<file path="config.mk">
export PLATFORM = sky130hd
export DESIGN_NAME = wb_data_arbiter_flat
export DESIGN_NICKNAME = d
export VERILOG_FILES = /design/src/rtl/wb_data_arbiter_if.sv /design/src/rtl/wb_data_arbiter.sv /design/src/flat_wrapper.sv
export SDC_FILE = /design/constraint.sdc
export NUM_CORES = 1
export LEC_CHECK = 0
export ABC_AREA = 1
export BUFFER_PORTS_ARGS = -buffer_cell sky130_fd_sc_hd__buf_2
export CORE_AREA = 2 2 124 126
export DETAILED_ROUTE_END_ITERATION = 16
export DIE_AREA = 0 0 126 128
export GPL_TIMING_DRIVEN = 1
export SYNTH_ARGS = -nofsm -noshare
export SYNTH_HDL_FRONTEND = slang
export SYNTH_SLANG_ARGS = --single-unit
export TNS_END_PERCENT = 30
</file>
<file path="constraint.sdc">
create_clock -name clk -period 4.6 [get_ports clk]
set_input_delay 1.15 -clock clk [delete_from_list [all_inputs] [get_ports clk]]
set_output_delay 1.15 -clock clk [all_outputs]
set_load 0.1 [all_outputs]
</file>
<file path="src/rtl/wb_data_arbiter_if.sv">
// Wishbone classic bus bundle: one instance per requesting master and one for the shared slave port.
interface wb_data_arbiter_if #(
    parameter int W = 32
);
    logic         cyc;
    logic         stb;
    logic         we;
    logic [3:0]   sel;
    logic [W-1:0] adr;
    logic [W-1:0] dat_w;
    logic [W-1:0] dat_r;
    logic         ack;
    logic         err;

    // Bus master drives the request and receives the response.
    modport master (
        output cyc, stb, we, sel, adr, dat_w,
        input  dat_r, ack, err
    );

    // Bus slave receives the request and drives the response.
    modport slave (
        input  cyc, stb, we, sel, adr, dat_w,
        output dat_r, ack, err
    );
endinterface

</file>
<file path="src/rtl/wb_data_arbiter.sv">
// Round-robin arbiter letting two Wishbone masters (hart MEM stage, DMA/debug) share one slave port.
// One transfer per grant, ended by ack, err, master abort or bus timeout.
module wb_data_arbiter #(
    parameter int W       = 32,
    parameter int TIMEOUT = 16,
    parameter int TW      = 5
) (
    input  logic              clk,
    input  logic              rst_n,
    wb_data_arbiter_if.slave  m0_bus,
    wb_data_arbiter_if.slave  m1_bus,
    wb_data_arbiter_if.master s_bus
);
    typedef enum logic {
        ST_IDLE = 1'b0,
        ST_BUSY = 1'b1
    } state_e;

    localparam logic [TW-1:0] TCNT_LAST = TW'((TIMEOUT > 0) ? (TIMEOUT - 1) : 0);
    localparam logic [TW-1:0] TCNT_MAX  = '1;

    state_e          st_q;
    logic            gnt_q;
    logic            last_q;
    logic [TW-1:0]   tcnt_q;

    logic            busy;
    logic            g_stb;
    logic            g_we;
    logic [3:0]      g_sel;
    logic [W-1:0]    g_adr;
    logic [W-1:0]    g_dat_w;
    logic            resp_ok;
    logic            tout;
    logic            done;

    always_comb begin
        g_stb   = gnt_q ? m1_bus.stb   : m0_bus.stb;
        g_we    = gnt_q ? m1_bus.we    : m0_bus.we;
        g_sel   = gnt_q ? m1_bus.sel   : m0_bus.sel;
        g_adr   = gnt_q ? m1_bus.adr   : m0_bus.adr;
        g_dat_w = gnt_q ? m1_bus.dat_w : m0_bus.dat_w;
    end

    assign busy    = (st_q == ST_BUSY);
    // A master that dropped stb has aborted: it gets neither ack nor err, even from a timeout.
    assign resp_ok = busy & g_stb;
    assign tout    = (TIMEOUT != 0) && resp_ok && (tcnt_q == TCNT_LAST)
                     && !s_bus.ack && !s_bus.err;
    assign done    = s_bus.ack | s_bus.err | tout | ~g_stb;

    assign s_bus.cyc   = busy;
    assign s_bus.stb   = resp_ok;
    assign s_bus.we    = busy & g_we;
    assign s_bus.sel   = busy ? g_sel   : '0;
    assign s_bus.adr   = busy ? g_adr   : '0;
    assign s_bus.dat_w = busy ? g_dat_w : '0;

    assign m0_bus.ack   = resp_ok & ~gnt_q & s_bus.ack;
    assign m0_bus.err   = resp_ok & ~gnt_q & (s_bus.err | tout);
    assign m1_bus.ack   = resp_ok &  gnt_q & s_bus.ack;
    assign m1_bus.err   = resp_ok &  gnt_q & (s_bus.err | tout);

    // Read data is broadcast; it is only forced low while reset is held.
    assign m0_bus.dat_r = rst_n ? s_bus.dat_r : '0;
    assign m1_bus.dat_r = rst_n ? s_bus.dat_r : '0;

    // NOTE: non-blocking assignments so every register samples the pre-edge state, independent of statement order.
    always_ff @(posedge clk or negedge rst_n) begin
        if (!rst_n) begin
            st_q   <= ST_IDLE;
            gnt_q  <= 1'b0;
            last_q <= 1'b1;
            tcnt_q <= '0;
        end else begin
            case (st_q)
                ST_IDLE: begin
                    if (m0_bus.stb || m1_bus.stb) begin
                        st_q   <= ST_BUSY;
                        tcnt_q <= '0;
                        gnt_q  <= (m0_bus.stb && m1_bus.stb) ? ~last_q : m1_bus.stb;
                    end
                end
                ST_BUSY: begin
                    if (done) begin
                        st_q   <= ST_IDLE;
                        last_q <= gnt_q;
                    end else if (tcnt_q != TCNT_MAX) begin
                        tcnt_q <= tcnt_q + 1'b1;
                    end
                end
                default: st_q <= ST_IDLE;
            endcase
        end
    end
endmodule

</file>
<file path="src/flat_wrapper.sv">
// flat-port wrapper written by rule: the top's interface ports become plain ports
module wb_data_arbiter_flat 
#(
    parameter int W       = 32,
    parameter int TIMEOUT = 16,
    parameter int TW      = 5
)
  (clk, rst_n, m0_bus_cyc, m0_bus_stb, m0_bus_we, m0_bus_sel, m0_bus_adr, m0_bus_dat_w, m0_bus_dat_r, m0_bus_ack, m0_bus_err, m1_bus_cyc, m1_bus_stb, m1_bus_we, m1_bus_sel, m1_bus_adr, m1_bus_dat_w, m1_bus_dat_r, m1_bus_ack, m1_bus_err, s_bus_cyc, s_bus_stb, s_bus_we, s_bus_sel, s_bus_adr, s_bus_dat_w, s_bus_dat_r, s_bus_ack, s_bus_err);
  wb_data_arbiter_if #(.W(W)) m0_bus_i ();
  wb_data_arbiter_if #(.W(W)) m1_bus_i ();
  wb_data_arbiter_if #(.W(W)) s_bus_i ();
  input  logic clk;
  input  logic rst_n;
  input wire logic [$bits(m0_bus_i.cyc)-1:0] m0_bus_cyc;
  input wire logic [$bits(m0_bus_i.stb)-1:0] m0_bus_stb;
  input wire logic [$bits(m0_bus_i.we)-1:0] m0_bus_we;
  input wire logic [$bits(m0_bus_i.sel)-1:0] m0_bus_sel;
  input wire logic [$bits(m0_bus_i.adr)-1:0] m0_bus_adr;
  input wire logic [$bits(m0_bus_i.dat_w)-1:0] m0_bus_dat_w;
  output wire logic [$bits(m0_bus_i.dat_r)-1:0] m0_bus_dat_r;
  output wire logic [$bits(m0_bus_i.ack)-1:0] m0_bus_ack;
  output wire logic [$bits(m0_bus_i.err)-1:0] m0_bus_err;
  input wire logic [$bits(m1_bus_i.cyc)-1:0] m1_bus_cyc;
  input wire logic [$bits(m1_bus_i.stb)-1:0] m1_bus_stb;
  input wire logic [$bits(m1_bus_i.we)-1:0] m1_bus_we;
  input wire logic [$bits(m1_bus_i.sel)-1:0] m1_bus_sel;
  input wire logic [$bits(m1_bus_i.adr)-1:0] m1_bus_adr;
  input wire logic [$bits(m1_bus_i.dat_w)-1:0] m1_bus_dat_w;
  output wire logic [$bits(m1_bus_i.dat_r)-1:0] m1_bus_dat_r;
  output wire logic [$bits(m1_bus_i.ack)-1:0] m1_bus_ack;
  output wire logic [$bits(m1_bus_i.err)-1:0] m1_bus_err;
  output wire logic [$bits(s_bus_i.cyc)-1:0] s_bus_cyc;
  output wire logic [$bits(s_bus_i.stb)-1:0] s_bus_stb;
  output wire logic [$bits(s_bus_i.we)-1:0] s_bus_we;
  output wire logic [$bits(s_bus_i.sel)-1:0] s_bus_sel;
  output wire logic [$bits(s_bus_i.adr)-1:0] s_bus_adr;
  output wire logic [$bits(s_bus_i.dat_w)-1:0] s_bus_dat_w;
  input wire logic [$bits(s_bus_i.dat_r)-1:0] s_bus_dat_r;
  input wire logic [$bits(s_bus_i.ack)-1:0] s_bus_ack;
  input wire logic [$bits(s_bus_i.err)-1:0] s_bus_err;
  assign m0_bus_i.cyc = m0_bus_cyc;
  assign m0_bus_i.stb = m0_bus_stb;
  assign m0_bus_i.we = m0_bus_we;
  assign m0_bus_i.sel = m0_bus_sel;
  assign m0_bus_i.adr = m0_bus_adr;
  assign m0_bus_i.dat_w = m0_bus_dat_w;
  assign m0_bus_dat_r = m0_bus_i.dat_r;
  assign m0_bus_ack = m0_bus_i.ack;
  assign m0_bus_err = m0_bus_i.err;
  assign m1_bus_i.cyc = m1_bus_cyc;
  assign m1_bus_i.stb = m1_bus_stb;
  assign m1_bus_i.we = m1_bus_we;
  assign m1_bus_i.sel = m1_bus_sel;
  assign m1_bus_i.adr = m1_bus_adr;
  assign m1_bus_i.dat_w = m1_bus_dat_w;
  assign m1_bus_dat_r = m1_bus_i.dat_r;
  assign m1_bus_ack = m1_bus_i.ack;
  assign m1_bus_err = m1_bus_i.err;
  assign s_bus_cyc = s_bus_i.cyc;
  assign s_bus_stb = s_bus_i.stb;
  assign s_bus_we = s_bus_i.we;
  assign s_bus_sel = s_bus_i.sel;
  assign s_bus_adr = s_bus_i.adr;
  assign s_bus_dat_w = s_bus_i.dat_w;
  assign s_bus_i.dat_r = s_bus_dat_r;
  assign s_bus_i.ack = s_bus_ack;
  assign s_bus_i.err = s_bus_err;
  wb_data_arbiter #(.W(W), .TIMEOUT(TIMEOUT), .TW(TW)) u_core (.clk(clk), .rst_n(rst_n), .m0_bus(m0_bus_i), .m1_bus(m1_bus_i), .s_bus(s_bus_i));
endmodule
</file>
## Yosys cells after proc, flatten, opt, wreduce, memory -nomap -nowiden

Cells that the tools add are included.

- Bits in registers: 8
- Bits in latches: 0
- Memory bits (writable): 0
- Bits in read-only memories: 0
- Output and inout port bits: 139
- Logic and storage cells: 53
- Memories: 0

- Add/subtract/negate cells: 1
- $mul: 0
- Div/mod/pow operators: 0
- $lt $le $gt $ge: 0
- Eq/ne operators: 5
- Shift-type cells: 0
- Multiplexer cells: 17
- Bitwise operators: 16
- Reductions and logical operators: 10

Operators by type and width:

| kind | count |
|---|---|
| 32-bit two-way mux | 5 |
| 5-bit two-way mux | 3 |
| 5-bit one-hot mux with 2 select lines | 1 |
| 1-bit AND | 8 |
| 4-bit two-way mux | 2 |
| 5-bit by 1-bit adder with 5-bit output (second input constant) | 1 |
| 5-bit by 4-bit == test with 1-bit output (second input constant) | 1 |
| 1-bit two-way mux | 5 |
| 5-bit inequality test (second input constant) | 1 |
| 1-bit logical AND | 4 |
| 2-bit inequality test (second input constant) | 2 |
| 1-bit inverter | 4 |
| 1-bit OR | 4 |
| 2-bit AND reduction | 2 |
| 3-bit AND reduction | 1 |
| 1-bit zero test | 2 |
| 2-bit by 1-bit inequality test with 1-bit output (second input constant) | 1 |
| 1-bit one-hot mux with 2 select lines | 1 |
| 1-bit logical OR | 1 |

## Depth between registers and ports, before layout

- Depth after elaboration: 9
- Mapped depth: 10
- Depth with buffers taken out: 10

## Least setup slack after synthesis

No wires, ideal clock.

- Path type: register to output
- From: reg u_core.st_q, in the netlist u_core.s_bus.cyc
- To: out m0_bus_err
- Data arrival time: 3.680 ns
- Required time: 3.450 ns
- Slack: -0.230 ns
- Cell stages (with the launch flop): 6
- Path buffers: 1
- Cells stage by stage: dfrtp_1 -> buf_4 -> nand3_1 -> nand2_1 -> nand3_1 -> a21oi_1

- Word-level cells in the longest chain between the ends: 6
- Elaborated cells on any way between the ends: 7
- Those cells by class: bitwise (4); reduce/logical (3)

Ends and longest elaborated chain:

| element | line | source |
|---|---|---|
| start: declaration | wb_data_arbiter.sv:22 | `state_e st_q;` |
| start signal: assignment | wb_data_arbiter.sv:71 | `st_q <= ST_IDLE;` |
| start signal: assignment | wb_data_arbiter.sv:79 | `st_q <= ST_BUSY;` |
| start signal: assignment | wb_data_arbiter.sv:86 | `st_q <= ST_IDLE;` |
| 1-bit AND * | wb_data_arbiter.sv:47 | `assign resp_ok = busy & g_stb;` |
| named net s_bus_stb | flat_wrapper.sv:33 | `output wire logic [$bits(s_bus_i.stb)-1:0] s_bus_stb;` |
| 1-bit logical AND | wb_data_arbiter.sv:48 | `assign tout = (TIMEOUT != 0) && resp_ok && (tcnt_q == TCNT_LAST)` |
| 1-bit logical AND (2 in a row) | wb_data_arbiter.sv:49 | `&& !s_bus.ack && !s_bus.err;` |
| 1-bit OR | wb_data_arbiter.sv:60 | `assign m0_bus.err = resp_ok & ~gnt_q & (s_bus.err \| tout);` |
| 1-bit AND * | wb_data_arbiter.sv:60 |  |
| end: declaration | flat_wrapper.sv:22 | `output wire logic [$bits(m0_bus_i.err)-1:0] m0_bus_err;` |

Mark *: on every way through the listed nets, which the timed path passes. The rest lies on a longest branch.

## Final worst setup path

- From: reg u_core.gnt_q
- To: out m0_bus_err

- Word-level cells in the longest chain between the ends: 7
- Elaborated cells on any way between the ends: 9
- Those cells by class: mux (1); bitwise (5); reduce/logical (3)

Ends and longest elaborated chain:

| element | line | source |
|---|---|---|
| start: declaration | wb_data_arbiter.sv:23 | `logic gnt_q;` |
| start signal: assignment | wb_data_arbiter.sv:81 | `gnt_q <= (m0_bus.stb && m1_bus.stb) ? ~last_q : m1_bus.stb;` |
| 1-bit two-way mux | wb_data_arbiter.sv:38 | `g_stb = gnt_q ? m1_bus.stb : m0_bus.stb;` |
| 1-bit AND | wb_data_arbiter.sv:47 |  |
| 1-bit logical AND | wb_data_arbiter.sv:48 |  |
| 1-bit logical AND (2 in a row) | wb_data_arbiter.sv:49 |  |
| 1-bit OR | wb_data_arbiter.sv:60 |  |
| 1-bit AND * | wb_data_arbiter.sv:60 |  |

Mark *: on every way between the ends. The rest lies on a longest branch, timed or not.

==> flow_metrics.tcl <==
set metrics [dict create \
    status "finished, final reports clean" \
    p_seq_share_pct 6.1 \
    p_leak_nw 2.40 \
    path_class "flip-flop to output pin" \
    wl_met1_um 3990 \
    synth_top_area_share_pct 27.3 \
    antennaDiodeCount 0 \
    switchingPower_mw 1.99 \
    fin_crit_sh_pct 78.8 \
    grt_pass1_wl_um 13700 \
    clkPwrFrac_pct 6.1 \
    postCtsSetupRepairBufs 0 \
    cp.required_ps 3450 \
    fp-row-count 45 \
    grt_usage_pct 10.1 \
    wl_per_cell_um 10.6 \
    htree_levels 1 \
    grt_setup_unrepaired "false" \
    start_util_pct 13.5 \
    die_width_um 126 \
    core_um2 14900 \
    synth_edf_count 0 \
    highest_layer "met4" \
    synth_warnings 0 \
    final_max_slew_viol_count 0 \
    yosysUniqueCellTypes 19 \
    finalSetupViolCount 0 \
    dr.pass1.iters 4 \
    ir_drop_uv 240 \
    critPathMaxFanout 47 \
    routed-wl-met2_um 4340 \
    insertion_delay_ps 230 \
    critPathLaunchType "flip-flop" \
    finalClockSkew_ps 4.35 \
    synthTopCellsByCount "146 x nor2_1, 72 x o21ai_0, 55 x nand2_1" \
    p_per_area_nw_per_um2 706 \
    synth_flop_cell "dfrtp_1" \
    cts_buffer_depth 2 \
    areaGrowthSynthToFinish_pct 77.4 \
    ant_nets 0 \
    die_y_um 128 \
    drt-total-wl_um 9020 \
    grt_pass1_vias 2834 \
    yosys.area_share.simple_pct 43.5 \
    dp_hpwl_um 7430 \
    synth-compound-area-share_pct 18.5 \
    ios 317 \
    synthMuxAreaShare_pct 0 \
    fin_crit_ps 3620 \
    tightest_slew_ps 694 \
    cts_buffers 3 \
    switching_share_pct 79.2 \
    finalWeightedCongestion 0.776 \
    drt-initial-drc-count 77 \
    synthTopCellsByArea "nor2_1 27%, o21ai_0 18%, buf_4 13%" \
    route.met3.wl_um 617 \
    async_flop_share_pct 100 \
    p_int_uw 524 \
    cp.arrival_ps 2470 \
    cts_resized 0 \
    comb_power_share_pct 87.8 \
    avgSynthCellArea_um2 5.00 \
    via_per_inst 3.82 \
    overflow 0 \
    clk_pin_slew_worst_paths_ps 40 \
    syn_area_um2 2010 \
    postLayoutCoreUtil_pct 23.9 \
    drcViolationCount 0 \
    tritoncts "yes" \
    syn_nets 582 \
    cts_num_sinks 8 \
    holdWs_ps 475 \
    hold_path_class "flip-flop to flip-flop" \
    ys_seq_area_share_pct 10.0 \
    yosysMostFrequentCell "nor2_1" \
    clockRootBuffer "clkbuf_16" \
    synth_top_cell_by_area "nor2_1" \
    synth_top_family_by_area "simple AND/OR/NAND/NOR gates" \
    drive_above_1_share_pct 49.7 \
    max_freq_mhz 276 \
    critPathCaptureType "output pin" \
    relSlewSlack_pct 53.7 \
    holdBufCountCts 0 \
    drv_cap 0 \
    synth_cells 401 \
    nNetsFinal 846 \
    synthXorXnorAreaFrac_pct 0 \
    antenna_found_initial 0 \
    port_buffers 314 \
    die_area_um2 16100 \
    via_count 3256 \
    grt_max_degree 54 \
    synth_seq_cells 8 \
    synth_fa_ha_area_share_pct 1.87 \
    hold_viol 0 \
]
==> cells in the final DEF (no fill, tap or decap), types with 2 or more instances in the layout <==
master     instances
a21oi_1            2
buf_2            314
buf_4              4
clkbuf_16          3
dfrtp_1            5
dfrtp_2            2
ha_1               3
inv_1             40
nand2_1           55
nand2_2            2
nand3_1            5
nand4_1            5
nor2_1           146
o21ai_0           72
==> worst max-delay path, cell delays in order, from the launching register on <==
cell and delay [ps]:
dfrtp_2 640, buf_4 450, nand3_1 200, nand2_1 140, nand3_1 90, a21oi_1 230
buf_2 480
==> layer usage <==
metal / GRT usage [%] / vias up
li1: - / 1727
met5: 0 / -
met3: 1.54 / 8
met1: 13.8 / 1383
met4: 1.87 / 0
met2: 17.2 / 138
==> sequential cells by signal (all words and copies together), names as in the netlist <==
| register | cells |
|---|---|
| u_core.s_bus.cyc | 1 |
| u_core.last_q | 1 |
| u_core.tcnt_q | 5 |
| u_core.gnt_q | 1 |
==> cells by family (layout without fill, tap and decap cells) <==
| logic type | after synthesis | after routing |
|---|---|---|
| compound gates | 74 | 74 |
| fa+ha+maj | 3 | 3 |
| buf+inv | 100 | 363 |
| flops | 8 | 8 |
| simple gates | 216 | 216 |
==> power by group through the flow <==
stage          Clock (mW)  Sequential [mW]  Combinational [mW]
2_1_floorplan           0            0.120                1.93
3_3_place_gp            0            0.157                2.22
3_5_place_dp            0            0.156                2.21
4_1_cts             0.157            0.155                2.22
5_1_grt             0.162            0.165                2.32
6_report            0.154            0.154                2.21
==> final timing paths <==
kind	from	endpoint	slack [ps]	depth (start not counted)
setup / recovery	u_core.gnt_q	m0_bus_err	980	6
setup reg to reg	u_core.gnt_q	u_core.tcnt_q[0]	2740	8
max in group asynchronous	rst_n	u_core.gnt_q	3170	1
hold / removal	u_core.tcnt_q[3]	u_core.tcnt_q[3]	480	2
hold reg to reg	u_core.tcnt_q[3]	u_core.tcnt_q[3]	480	2
min in group asynchronous	rst_n	u_core.tcnt_q[4]	960	1
==> per-stage QoR <==
step           total power [mW]  setup TNS [ps]  instance area (um^2)  std cells  worst slack (ps)
6_report                   2.51               0                  3560        852               975
5_1_grt                    2.65               0                  3560        852               693
4_1_cts                    2.53               0                  3560        852               880
3_5_place_dp               2.37               0                  3480        848              1060
3_3_place_gp               2.37               0                  3480        848              1040
2_1_floorplan              2.05            -461                  2010        401              -230
==> cell type report <==
| cell class | count | area (um^2) |
|---|---|---|
| repair buffers | 318 | 1600 |
| flip-flops and latches | 8 | 204 |
| clock buffers | 4 | 78.8 |
| fillers | 1777 | 11300 |
| inverters | 41 | 159 |
| multi-input cells | 293 | 1280 |
| well taps | 188 | 235 |
Note: power is estimated with default switching activity, not from simulation.
